<file path="src/rtl/goertzel_bin_scheduler_if.sv">
// -----------------------------------------------------------------------------
// goertzel_bin_scheduler_if
//
// Purpose: bundles the control/data signals between the bin scheduler and the
// single Goertzel engine that it time-multiplexes across tone bins.
//
// Signals:
//   eng_en    scheduler -> engine  engine enable
//   eng_start scheduler -> engine  one-cycle start pulse for the current bin
//   eng_sin   scheduler -> engine  sin coefficient of the current bin (D_W)
//   eng_cos   scheduler -> engine  cos coefficient of the current bin (D_W)
//   eng_done  engine -> scheduler  completion pulse
//   eng_mag   engine -> scheduler  unsigned magnitude, valid with eng_done
//
// Modports:
//   master  the scheduler side
//   slave   the engine side
// -----------------------------------------------------------------------------
interface goertzel_bin_scheduler_if #(
  parameter int unsigned D_W = 16
) ();

  logic           eng_en;
  logic           eng_start;
  logic [D_W-1:0] eng_sin;
  logic [D_W-1:0] eng_cos;
  logic           eng_done;
  logic [D_W-1:0] eng_mag;

  modport master (
    output eng_en,
    output eng_start,
    output eng_sin,
    output eng_cos,
    input  eng_done,
    input  eng_mag
  );

  modport slave (
    input  eng_en,
    input  eng_start,
    input  eng_sin,
    input  eng_cos,
    output eng_done,
    output eng_mag
  );

endinterface : goertzel_bin_scheduler_if

</file>
<file path="src/rtl/goertzel_bin_scheduler.sv">
// -----------------------------------------------------------------------------
// goertzel_bin_scheduler
//
// Purpose: runs one Goertzel engine over N_BINS tone bins for every filled
// sample bank. For each bin it loads the sin/cos coefficients, pulses the
// engine start, waits for the magnitude and keeps the strongest bin. After
// the last bin it reports the strongest bin index as a symbol together with a
// carrier-detect flag (strongest magnitude >= thresh).
//
// Optional feature macro: GOERTZEL_SCHED_WATCHDOG_EN
//   defined   : a WAIT-state watchdog aborts a frame after WD_CYCLES cycles
//               without eng_done and pulses timeout.
//   undefined : no watchdog; timeout is tied low and WAIT waits forever.
//
// Ports:
//   sys_clk      in   sole clock, rising edge
//   sys_rst_n    in   asynchronous active-low reset
//   frame_ready  in   one-cycle pulse, a sample bank is full
//   thresh       in   carrier threshold (D_W), sampled in the final EVAL
//   eng          if   engine bus (master modport): en/start/sin/cos out,
//                     done/mag in
//   busy         out  high whenever the scheduler is not idle
//   result_valid out  one-cycle pulse, symbol/carrier_det updated
//   symbol       out  index of the strongest bin (SYM_W)
//   carrier_det  out  strongest magnitude >= thresh
//   overrun      out  one-cycle pulse, a frame_ready was dropped
//   timeout      out  one-cycle pulse, the watchdog aborted a frame
// -----------------------------------------------------------------------------
module goertzel_bin_scheduler #(
  parameter int unsigned           D_W       = 16,
  parameter int unsigned           N_BINS    = 4,
  parameter int unsigned           SYM_W     = 2,
  parameter logic [N_BINS*D_W-1:0] SIN_TABLE = {(N_BINS*D_W){1'b0}},
  parameter logic [N_BINS*D_W-1:0] COS_TABLE = {(N_BINS*D_W){1'b0}},
  parameter int unsigned           WD_CYCLES = 4096
) (
  input  logic                     sys_clk,
  input  logic                     sys_rst_n,
  input  logic                     frame_ready,
  input  logic [D_W-1:0]           thresh,
  goertzel_bin_scheduler_if.master eng,
  output logic                     busy,
  output logic                     result_valid,
  output logic [SYM_W-1:0]         symbol,
  output logic                     carrier_det,
  output logic                     overrun,
  output logic                     timeout
);

  // State encoding
  localparam logic [2:0] ST_IDLE   = 3'd0;
  localparam logic [2:0] ST_LOAD   = 3'd1;
  localparam logic [2:0] ST_START  = 3'd2;
  localparam logic [2:0] ST_WAIT   = 3'd3;
  localparam logic [2:0] ST_EVAL   = 3'd4;
  localparam logic [2:0] ST_REPORT = 3'd5;

  localparam logic [SYM_W-1:0] LAST_BIN = SYM_W'(N_BINS - 1);
  localparam logic [SYM_W-1:0] BIN_ONE  = SYM_W'(1'b1);

  // Reject configurations the bin counter or the watchdog cannot represent.
  if ((N_BINS < 2) || (N_BINS > (1 << SYM_W)) || (WD_CYCLES < 1)) begin : g_bad_cfg
    $error("goertzel_bin_scheduler: unsupported parameter combination");
  end

  // Coefficient of bin idx from a packed table (bin k at [k*D_W +: D_W]).
  function automatic logic [D_W-1:0] coef_at(
    input logic [N_BINS*D_W-1:0] tbl,
    input logic [SYM_W-1:0]      idx
  );
    coef_at = tbl[idx*D_W +: D_W];
  endfunction

  logic [2:0]       state_q,        state_d;
  logic [SYM_W-1:0] bin_q,          bin_d;
  logic [D_W-1:0]   cur_mag_q,      cur_mag_d;
  logic [D_W-1:0]   best_mag_q,     best_mag_d;
  logic [SYM_W-1:0] best_idx_q,     best_idx_d;
  logic [D_W-1:0]   eng_sin_q,      eng_sin_d;
  logic [D_W-1:0]   eng_cos_q,      eng_cos_d;
  logic             eng_en_q,       eng_en_d;
  logic             eng_start_q,    eng_start_d;
  logic             busy_q,         busy_d;
  logic             result_valid_q, result_valid_d;
  logic [SYM_W-1:0] symbol_q,       symbol_d;
  logic             carrier_det_q,  carrier_det_d;
  logic             overrun_q,      overrun_d;

`ifdef GOERTZEL_SCHED_WATCHDOG_EN
  // Counter runs 0 .. WD_CYCLES-1 across the WAIT cycles of one bin.
  localparam int unsigned     WD_W    = (WD_CYCLES > 1) ? $clog2(WD_CYCLES) : 1;
  localparam logic [WD_W-1:0] WD_LAST = WD_W'(WD_CYCLES - 1);
  localparam logic [WD_W-1:0] WD_ONE  = WD_W'(1'b1);

  logic [WD_W-1:0] wd_cnt_q, wd_cnt_d;
  logic            timeout_q, timeout_d;
`endif

  // Next-state, datapath and registered-output computation.
  always_comb begin
    state_d        = state_q;
    bin_d          = bin_q;
    cur_mag_d      = cur_mag_q;
    best_mag_d     = best_mag_q;
    best_idx_d     = best_idx_q;
    eng_sin_d      = eng_sin_q;
    eng_cos_d      = eng_cos_q;
    eng_start_d    = 1'b0;
    result_valid_d = 1'b0;
    symbol_d       = symbol_q;
    carrier_det_d  = carrier_det_q;
    // Any frame_ready while a frame is in flight (REPORT included) is dropped.
    overrun_d      = frame_ready && (state_q != ST_IDLE);
`ifdef GOERTZEL_SCHED_WATCHDOG_EN
    wd_cnt_d       = wd_cnt_q;
    timeout_d      = 1'b0;
`endif

    case (state_q)
      ST_IDLE: begin
        if (frame_ready) begin
          best_mag_d = {D_W{1'b0}};
          best_idx_d = {SYM_W{1'b0}};
          bin_d      = {SYM_W{1'b0}};
          eng_sin_d  = coef_at(SIN_TABLE, {SYM_W{1'b0}});
          eng_cos_d  = coef_at(COS_TABLE, {SYM_W{1'b0}});
          state_d    = ST_LOAD;
        end else begin
          state_d    = ST_IDLE;
        end
      end

      ST_LOAD: begin
        // Coefficients have settled for a cycle; start is registered so it
        // is high exactly while the state is START.
        state_d     = ST_START;
        eng_start_d = 1'b1;
      end

      ST_START: begin
        state_d = ST_WAIT;
`ifdef GOERTZEL_SCHED_WATCHDOG_EN
        wd_cnt_d = {WD_W{1'b0}};
`endif
      end

      ST_WAIT: begin
        if (eng.eng_done) begin
          // Done on the expiry cycle still wins over the watchdog.
          cur_mag_d = eng.eng_mag;
          state_d   = ST_EVAL;
        end else begin
`ifdef GOERTZEL_SCHED_WATCHDOG_EN
          if (wd_cnt_q == WD_LAST) begin
            state_d   = ST_IDLE;
            timeout_d = 1'b1;
          end else begin
            wd_cnt_d  = wd_cnt_q + WD_ONE;
          end
`else
          state_d = ST_WAIT;
`endif
        end
      end

      ST_EVAL: begin
        // Strictly greater: on ties the earlier (lower) bin is kept.
        if (cur_mag_q > best_mag_q) begin
          best_mag_d = cur_mag_q;
          best_idx_d = bin_q;
        end else begin
          best_mag_d = best_mag_q;
          best_idx_d = best_idx_q;
        end

        if (bin_q == LAST_BIN) begin
          // Result is latched here so thresh is the value seen in this EVAL.
          state_d        = ST_REPORT;
          result_valid_d = 1'b1;
          symbol_d       = best_idx_d;
          carrier_det_d  = (best_mag_d >= thresh);
        end else begin
          bin_d       = bin_q + BIN_ONE;
          eng_sin_d   = coef_at(SIN_TABLE, bin_q + BIN_ONE);
          eng_cos_d   = coef_at(COS_TABLE, bin_q + BIN_ONE);
          state_d     = ST_START;
          eng_start_d = 1'b1;
        end
      end

      ST_REPORT: begin
        state_d = ST_IDLE;
      end

      default: begin
        state_d = ST_IDLE;
      end
    endcase

    // Engine enable and busy follow the state being entered.
    eng_en_d = (state_d == ST_LOAD) || (state_d == ST_START) ||
               (state_d == ST_WAIT) || (state_d == ST_EVAL);
    busy_d   = (state_d != ST_IDLE);
  end

  // State and datapath registers; everything returns to zero on reset.
  always_ff @(posedge sys_clk or negedge sys_rst_n) begin
    if (!sys_rst_n) begin
      state_q        <= ST_IDLE;
      bin_q          <= {SYM_W{1'b0}};
      cur_mag_q      <= {D_W{1'b0}};
      best_mag_q     <= {D_W{1'b0}};
      best_idx_q     <= {SYM_W{1'b0}};
      eng_sin_q      <= {D_W{1'b0}};
      eng_cos_q      <= {D_W{1'b0}};
      eng_en_q       <= 1'b0;
      eng_start_q    <= 1'b0;
      busy_q         <= 1'b0;
      result_valid_q <= 1'b0;
      symbol_q       <= {SYM_W{1'b0}};
      carrier_det_q  <= 1'b0;
      overrun_q      <= 1'b0;
`ifdef GOERTZEL_SCHED_WATCHDOG_EN
      wd_cnt_q       <= {WD_W{1'b0}};
      timeout_q      <= 1'b0;
`endif
    end else begin
      state_q        <= state_d;
      bin_q          <= bin_d;
      cur_mag_q      <= cur_mag_d;
      best_mag_q     <= best_mag_d;
      best_idx_q     <= best_idx_d;
      eng_sin_q      <= eng_sin_d;
      eng_cos_q      <= eng_cos_d;
      eng_en_q       <= eng_en_d;
      eng_start_q    <= eng_start_d;
      busy_q         <= busy_d;
      result_valid_q <= result_valid_d;
      symbol_q       <= symbol_d;
      carrier_det_q  <= carrier_det_d;
      overrun_q      <= overrun_d;
`ifdef GOERTZEL_SCHED_WATCHDOG_EN
      wd_cnt_q       <= wd_cnt_d;
      timeout_q      <= timeout_d;
`endif
    end
  end

  assign eng.eng_en    = eng_en_q;
  assign eng.eng_start = eng_start_q;
  assign eng.eng_sin   = eng_sin_q;
  assign eng.eng_cos   = eng_cos_q;

  assign busy          = busy_q;
  assign result_valid  = result_valid_q;
  assign symbol        = symbol_q;
  assign carrier_det   = carrier_det_q;
  assign overrun       = overrun_q;

`ifdef GOERTZEL_SCHED_WATCHDOG_EN
  assign timeout       = timeout_q;
`else
  assign timeout       = 1'b0;
`endif

endmodule : goertzel_bin_scheduler

</file>
<file path="src/flat_wrapper.sv">
// flat-port wrapper written by rule: the top's interface ports become plain ports
module goertzel_bin_scheduler_flat 
#(
  parameter int unsigned           D_W       = 16,
  parameter int unsigned           N_BINS    = 4,
  parameter int unsigned           SYM_W     = 2,
  parameter logic [N_BINS*D_W-1:0] SIN_TABLE = {(N_BINS*D_W){1'b0}},
  parameter logic [N_BINS*D_W-1:0] COS_TABLE = {(N_BINS*D_W){1'b0}},
  parameter int unsigned           WD_CYCLES = 4096
)
  (sys_clk, sys_rst_n, frame_ready, thresh, busy, result_valid, symbol, carrier_det, overrun, timeout, eng_eng_en, eng_eng_start, eng_eng_sin, eng_eng_cos, eng_eng_done, eng_eng_mag);
  goertzel_bin_scheduler_if #(.D_W(D_W)) eng_i ();
  input  logic sys_clk;
  input  logic sys_rst_n;
  input  logic frame_ready;
  input  logic [D_W-1:0] thresh;
  output logic busy;
  output logic result_valid;
  output logic [SYM_W-1:0] symbol;
  output logic carrier_det;
  output logic overrun;
  output logic timeout;
  output wire logic [$bits(eng_i.eng_en)-1:0] eng_eng_en;
  output wire logic [$bits(eng_i.eng_start)-1:0] eng_eng_start;
  output wire logic [$bits(eng_i.eng_sin)-1:0] eng_eng_sin;
  output wire logic [$bits(eng_i.eng_cos)-1:0] eng_eng_cos;
  input wire logic [$bits(eng_i.eng_done)-1:0] eng_eng_done;
  input wire logic [$bits(eng_i.eng_mag)-1:0] eng_eng_mag;
  assign eng_eng_en = eng_i.eng_en;
  assign eng_eng_start = eng_i.eng_start;
  assign eng_eng_sin = eng_i.eng_sin;
  assign eng_eng_cos = eng_i.eng_cos;
  assign eng_i.eng_done = eng_eng_done;
  assign eng_i.eng_mag = eng_eng_mag;
  goertzel_bin_scheduler #(.D_W(D_W), .N_BINS(N_BINS), .SYM_W(SYM_W), .SIN_TABLE(SIN_TABLE), .COS_TABLE(COS_TABLE), .WD_CYCLES(WD_CYCLES)) u_core (.sys_clk(sys_clk), .sys_rst_n(sys_rst_n), .frame_ready(frame_ready), .thresh(thresh), .eng(eng_i), .busy(busy), .result_valid(result_valid), .symbol(symbol), .carrier_det(carrier_det), .overrun(overrun), .timeout(timeout));
endmodule
</file>
<file path="config.mk">
export PLATFORM = sky130hd
export DESIGN_NAME = goertzel_bin_scheduler_flat
export DESIGN_NICKNAME = d
export VERILOG_FILES = /design/src/rtl/goertzel_bin_scheduler_if.sv /design/src/rtl/goertzel_bin_scheduler.sv /design/src/flat_wrapper.sv
export SDC_FILE = /design/constraint.sdc
export NUM_CORES = 1
export LEC_CHECK = 0
export BUFFER_PORTS_ARGS = -buffer_cell sky130_fd_sc_hd__buf_2
export CAP_MARGIN = 20
export CORE_MARGIN = 2
export CORE_UTILIZATION = 35
export CTS_BUF_LIST = sky130_fd_sc_hd__clkbuf_4
export DETAILED_ROUTE_END_ITERATION = 8
export PLACE_DENSITY_LB_ADDON = 0.08
export SLEW_MARGIN = 20
export SYNTH_ARGS = -nofsm -noshare
export SYNTH_HDL_FRONTEND = slang
export SYNTH_SLANG_ARGS = --single-unit
</file>
<file path="constraint.sdc">
create_clock -name sys_clk -period 8 [get_ports sys_clk]
set_input_delay 2 -clock sys_clk [delete_from_list [all_inputs] [get_ports sys_clk]]
set_output_delay 2 -clock sys_clk [all_outputs]
set_load 0.02 [all_outputs]
</file>
==> impl_summary.txt <==
----------------------------------------------------
[Placement]
  Port-buffer cells ... 43
  Estimated wirelength of the detail-placed design ... 4660 µm
  Gp weighted congestion ... 0.742
  Setup slack after placement ... 3.83 ns

[Clocking]
  Clk_lat worst skew ... 0.37 ns
  CTS Sinks ... 47
  Worst-case clock buffer depth ... 2
  H-tree levels ... 2
  CTS hold repair buffers ... 0
  Clock tree from TritonCTS ... built
  Count of buffers added by post-CTS timing repair for setup ... 0
  Clock slew at the register clock pins of the worst setup and hold paths ... 0.15 ns
  Cell chosen for the clock root ... sky130_fd_sc_hd__clkbuf_4
  TritonCTS Buffers ... 5
  Post-cts gate resize count ... 0

[Critical path]
  CP startpoint kind ... register
  Critical Path End Type ... register
  Kind of cell adding the most delay to the critical path ... compound AO/OA/AOI/OAI gates
  Critical Path Fanout Max ... 30
  Buffering stage count on the worst path with inverters included ... 1
  Crit Path Category ... reg2reg
  Worst Path Arrival ... 4.17 ns
  Maximum single-stage delay on the critical path ... 0.51 ns
  Slowest cell on crit path ... sky130_fd_sc_hd__a31oi_4
  Critical path required time ... 8.32 ns
  Crit path cell chain ... ha_1 > nand4_1 > nor4_1 > a21bo_2 > a31oi_4 > buf_16 > mux2i_1 > ha_1 > nand2b_1 > a21oi_1 > o21ai_0 > o2111ai_1 > a2111oi_0 > o22a_1
  Worst path most repeated cell ... sky130_fd_sc_hd__ha_1
  Internal reg-to-reg setup slack ... 4.15 ns

[Logic synthesis]
  Flip-flop and latch count after synthesis ... 47
  Mean post-synth cell area ... 9.72 µm²
  Library cells used by synthesis ... 42
  Most frequently used flop master after synthesis ... sky130_fd_sc_hd__dfrtp_1
  FFs w/ async S/R, synth ... 100%
  Synthesized instance count ... 319
  Part of the Yosys area used for sequential elements ... 37.9%
  Synth Cell Area ... 0.00310 mm²
  Number of enable-type register cells in the synthesized netlist ... 0
  Synth warnings ... 0

[Power and ir drop]
  Cell area power density ... 341 mW/mm²
  Largest vdd supply drop ... 0.169 mV
  Leakage power figure ... 1.78 nW
  Overall power consumption ... 0.00115 W

[Global route]
  Overflow after GRT ... 0
  First-pass GRT wire length ... 11000 µm
  Total global routing track utilization ... 14.3%
  Pin count of the biggest net entering global routing ... 52
  Number of antenna violations at the first check in global routing ... 1
  Number of global-route vias before repair ... 2159

[Final layout]
  FILL cells ... 900
  Share of the core filled with cells ... 39.0%
  Net count of the finished layout ... 427
  Layout cell share with drive strength beyond 1 ... 22.8%
  Antenna diode count ... 0
  Syn-to-layout area delta ... 8.64%

[Drt]
  Detailed-routed wire length on met3 ... 309 µm
  Violation count after the first detailed-routing iteration ... 75
  First drt pass iteration count ... 4
  Routed length per placed instance ... 14.1 µm
  Via-to-Cell Ratio ... 4.70
  Overall routed net length ... 6600 µm
  DRC violations left ... 0
  Met2 wire length ... 2730 µm
  Vias after detailed routing ... 2195
  Detail Route Antenna Nets ... 0
  Highest routed metal layer ... met4
  Wire length on met1 ... 3490 µm

[Timing]
  Fin. Hold Viols ... 0
  Ratio of final minimum period to clock period ... 48.2%
  Number of max-slew violations in the final report ... 0
  Skew final ... 0.0109 ns
  Final critical path time including I/O delays and setup ... 3.85 ns
  Hold Worst Slack ... 0.515 ns
  Final TNS setup ... 0 ns
  Max-Slew Margin vs Limit ... 43.8%
  Count of final setup violators ... 0
  Highest clock frequency the design can meet ... 0.259 GHz
  Setup repair after global routing missed its margin ... no
  Final critical-path setup slack ... 4.15 ns
  Slew of the pin with the lowest slew margin ... 0.842 ns

[Flow run]
  Number of max-cap violations ... 0

[Die]
  Die ar. ... 0.00963 mm²
  IO Pins ... 77
  Number of placement rows ... 34
  Die span in y ... 98.1 µm
  Area of the core region ... 0.00864 mm²
  Initial Util ... 35.9%
  Die Span X ... 98.1 µm

[Outcome]
  Result of the run ... finished, final reports clean

[Min path]
  Worst min-delay path category ... reg2reg

----------------------------------------------------
[worst register-to-register path: cells and delay by family, from the launching register on]
kind	cells	cell delay [ns]
adders and majority gates	2	0.60
muxes	1	0.10
AOI/OAI and AO/OA	7	1.77
buffers and inverters	1	0.25
DFF	1	0.43
and+or+nand+nor	3	0.65
[power by group]
part,internal (W),switching [W]
sequential,0.000319,0.0000754
clock,0.0000377,0.0000817
combinational,0.000281,0.000354
total,0.000638,0.000511
[layout make-up]
| class | instances | area [µm²] | area share [%] |
|---|---|---|---|
| Tap cell | 108 | 135 | 4.01 |
| Inverter | 34 | 128 | 3.79 |
| Sequential cell | 47 | 1180 | 34.9 |
| Timing Repair Buffer | 47 | 265 | 7.88 |
| Clock inverter | 2 | 12.5 | 0.371 |
| Multi-Input combinational cell | 223 | 1610 | 47.7 |
| Clock buffer | 6 | 45.0 | 1.34 |
[per-stage QoR]
step,cell area [µm²],cells
after floorplan,3220,351
after global placement,3280,458
after detailed placement,3280,458
after CTS,3340,466
after global routing,3370,467
final,3370,467
[sequential cells by signal (all words and copies together), names as in the netlist, 2 cells and up]
name	cells
u_core.best_mag_q	16
u_core.state_q	3
u_core.symbol	2
u_core.best_idx_q	2
u_core.cur_mag_q	16
u_core.bin_q	2
[per-layer routing]
layer	GRT usage, %	vias up
met2	20.5	70
li1	-	1122
met1	22.3	998
met3	2.43	5
met4	3.21	0
met5	0	-
[path summary, 6_finish.rpt]
check	startpoint	to	depth (start not counted)
min in group asynchronous	sys_rst_n	u_core.cur_mag_q[2]$_DFFE_PN0P_	2
min	u_core.best_idx_q[0]$_DFFE_PN0P_	u_core.best_idx_q[0]$_DFFE_PN0P_	1
max	u_core.cur_mag_q[15]$_DFFE_PN0P_	u_core.carrier_det$_DFFE_PN0P_	14
max reg2reg	u_core.cur_mag_q[15]$_DFFE_PN0P_	u_core.carrier_det$_DFFE_PN0P_	14
min reg2reg	u_core.best_idx_q[0]$_DFFE_PN0P_	u_core.best_idx_q[0]$_DFFE_PN0P_	1
max in group asynchronous	sys_rst_n	u_core.best_idx_q[0]$_DFFE_PN0P_	2
[cell usage after synthesis, types with 2 or more instances]
cell type | number | share of area, %
sky130_fd_sc_hd__dfrtp_1 | 47 | 38
sky130_fd_sc_hd__buf_4 | 34 | 8.2
sky130_fd_sc_hd__inv_1 | 34 | 4.1
sky130_fd_sc_hd__ha_1 | 33 | 13
sky130_fd_sc_hd__nand2_1 | 23 | 2.8
sky130_fd_sc_hd__and3_1 | 17 | 3.4
sky130_fd_sc_hd__mux2_2 | 16 | 5.8
sky130_fd_sc_hd__o21ai_0 | 15 | 2.4
sky130_fd_sc_hd__a21oi_1 | 11 | 1.8
sky130_fd_sc_hd__a31o_1 | 10 | 2.8
sky130_fd_sc_hd__nor2_1 | 8 | 0.97
sky130_fd_sc_hd__a31o_2 | 7 | 2.0
sky130_fd_sc_hd__clkbuf_1 | 7 | 0.85
sky130_fd_sc_hd__mux2i_1 | 6 | 1.9
sky130_fd_sc_hd__a21o_1 | 5 | 1.2
sky130_fd_sc_hd__buf_2 | 5 | 0.81
sky130_fd_sc_hd__o21ai_1 | 4 | 0.65
sky130_fd_sc_hd__nand2b_1 | 3 | 0.61
sky130_fd_sc_hd__nand3_1 | 3 | 0.48
sky130_fd_sc_hd__nand4_1 | 3 | 0.61
sky130_fd_sc_hd__nor2b_1 | 3 | 0.61
sky130_fd_sc_hd__a2111oi_0 | 2 | 0.57
sky130_fd_sc_hd__and2_1 | 2 | 0.40
sky130_fd_sc_hd__nor3_1 | 2 | 0.32
sky130_fd_sc_hd__o21a_1 | 2 | 0.48
[layout by cell type (no fill, tap or decap), drive strengths merged, types with 3 or more instances in the layout]
master	n
a2111oi	3
a21o	5
a21oi	11
a31o	17
and3	17
buf	47
clkbuf	6
conb	33
dfrtp	47
ha	33
inv	34
mux2	16
mux2i	6
nand2	24
nand2b	3
nand3	3
nand4	3
nor2	8
nor2b	3
o21ai	19
[kinds of logic after synthesis]
kind of cell | after synthesis | synth area share [%]
buf+inv | 81 | 14.1
fa+ha+maj | 33 | 13.3
other cells | 1 | 0.121
compound gates | 65 | 15.0
mux | 22 | 7.75
flops | 47 | 37.9
simple gates | 70 | 11.8
Power figures use the tool's default switching activity.
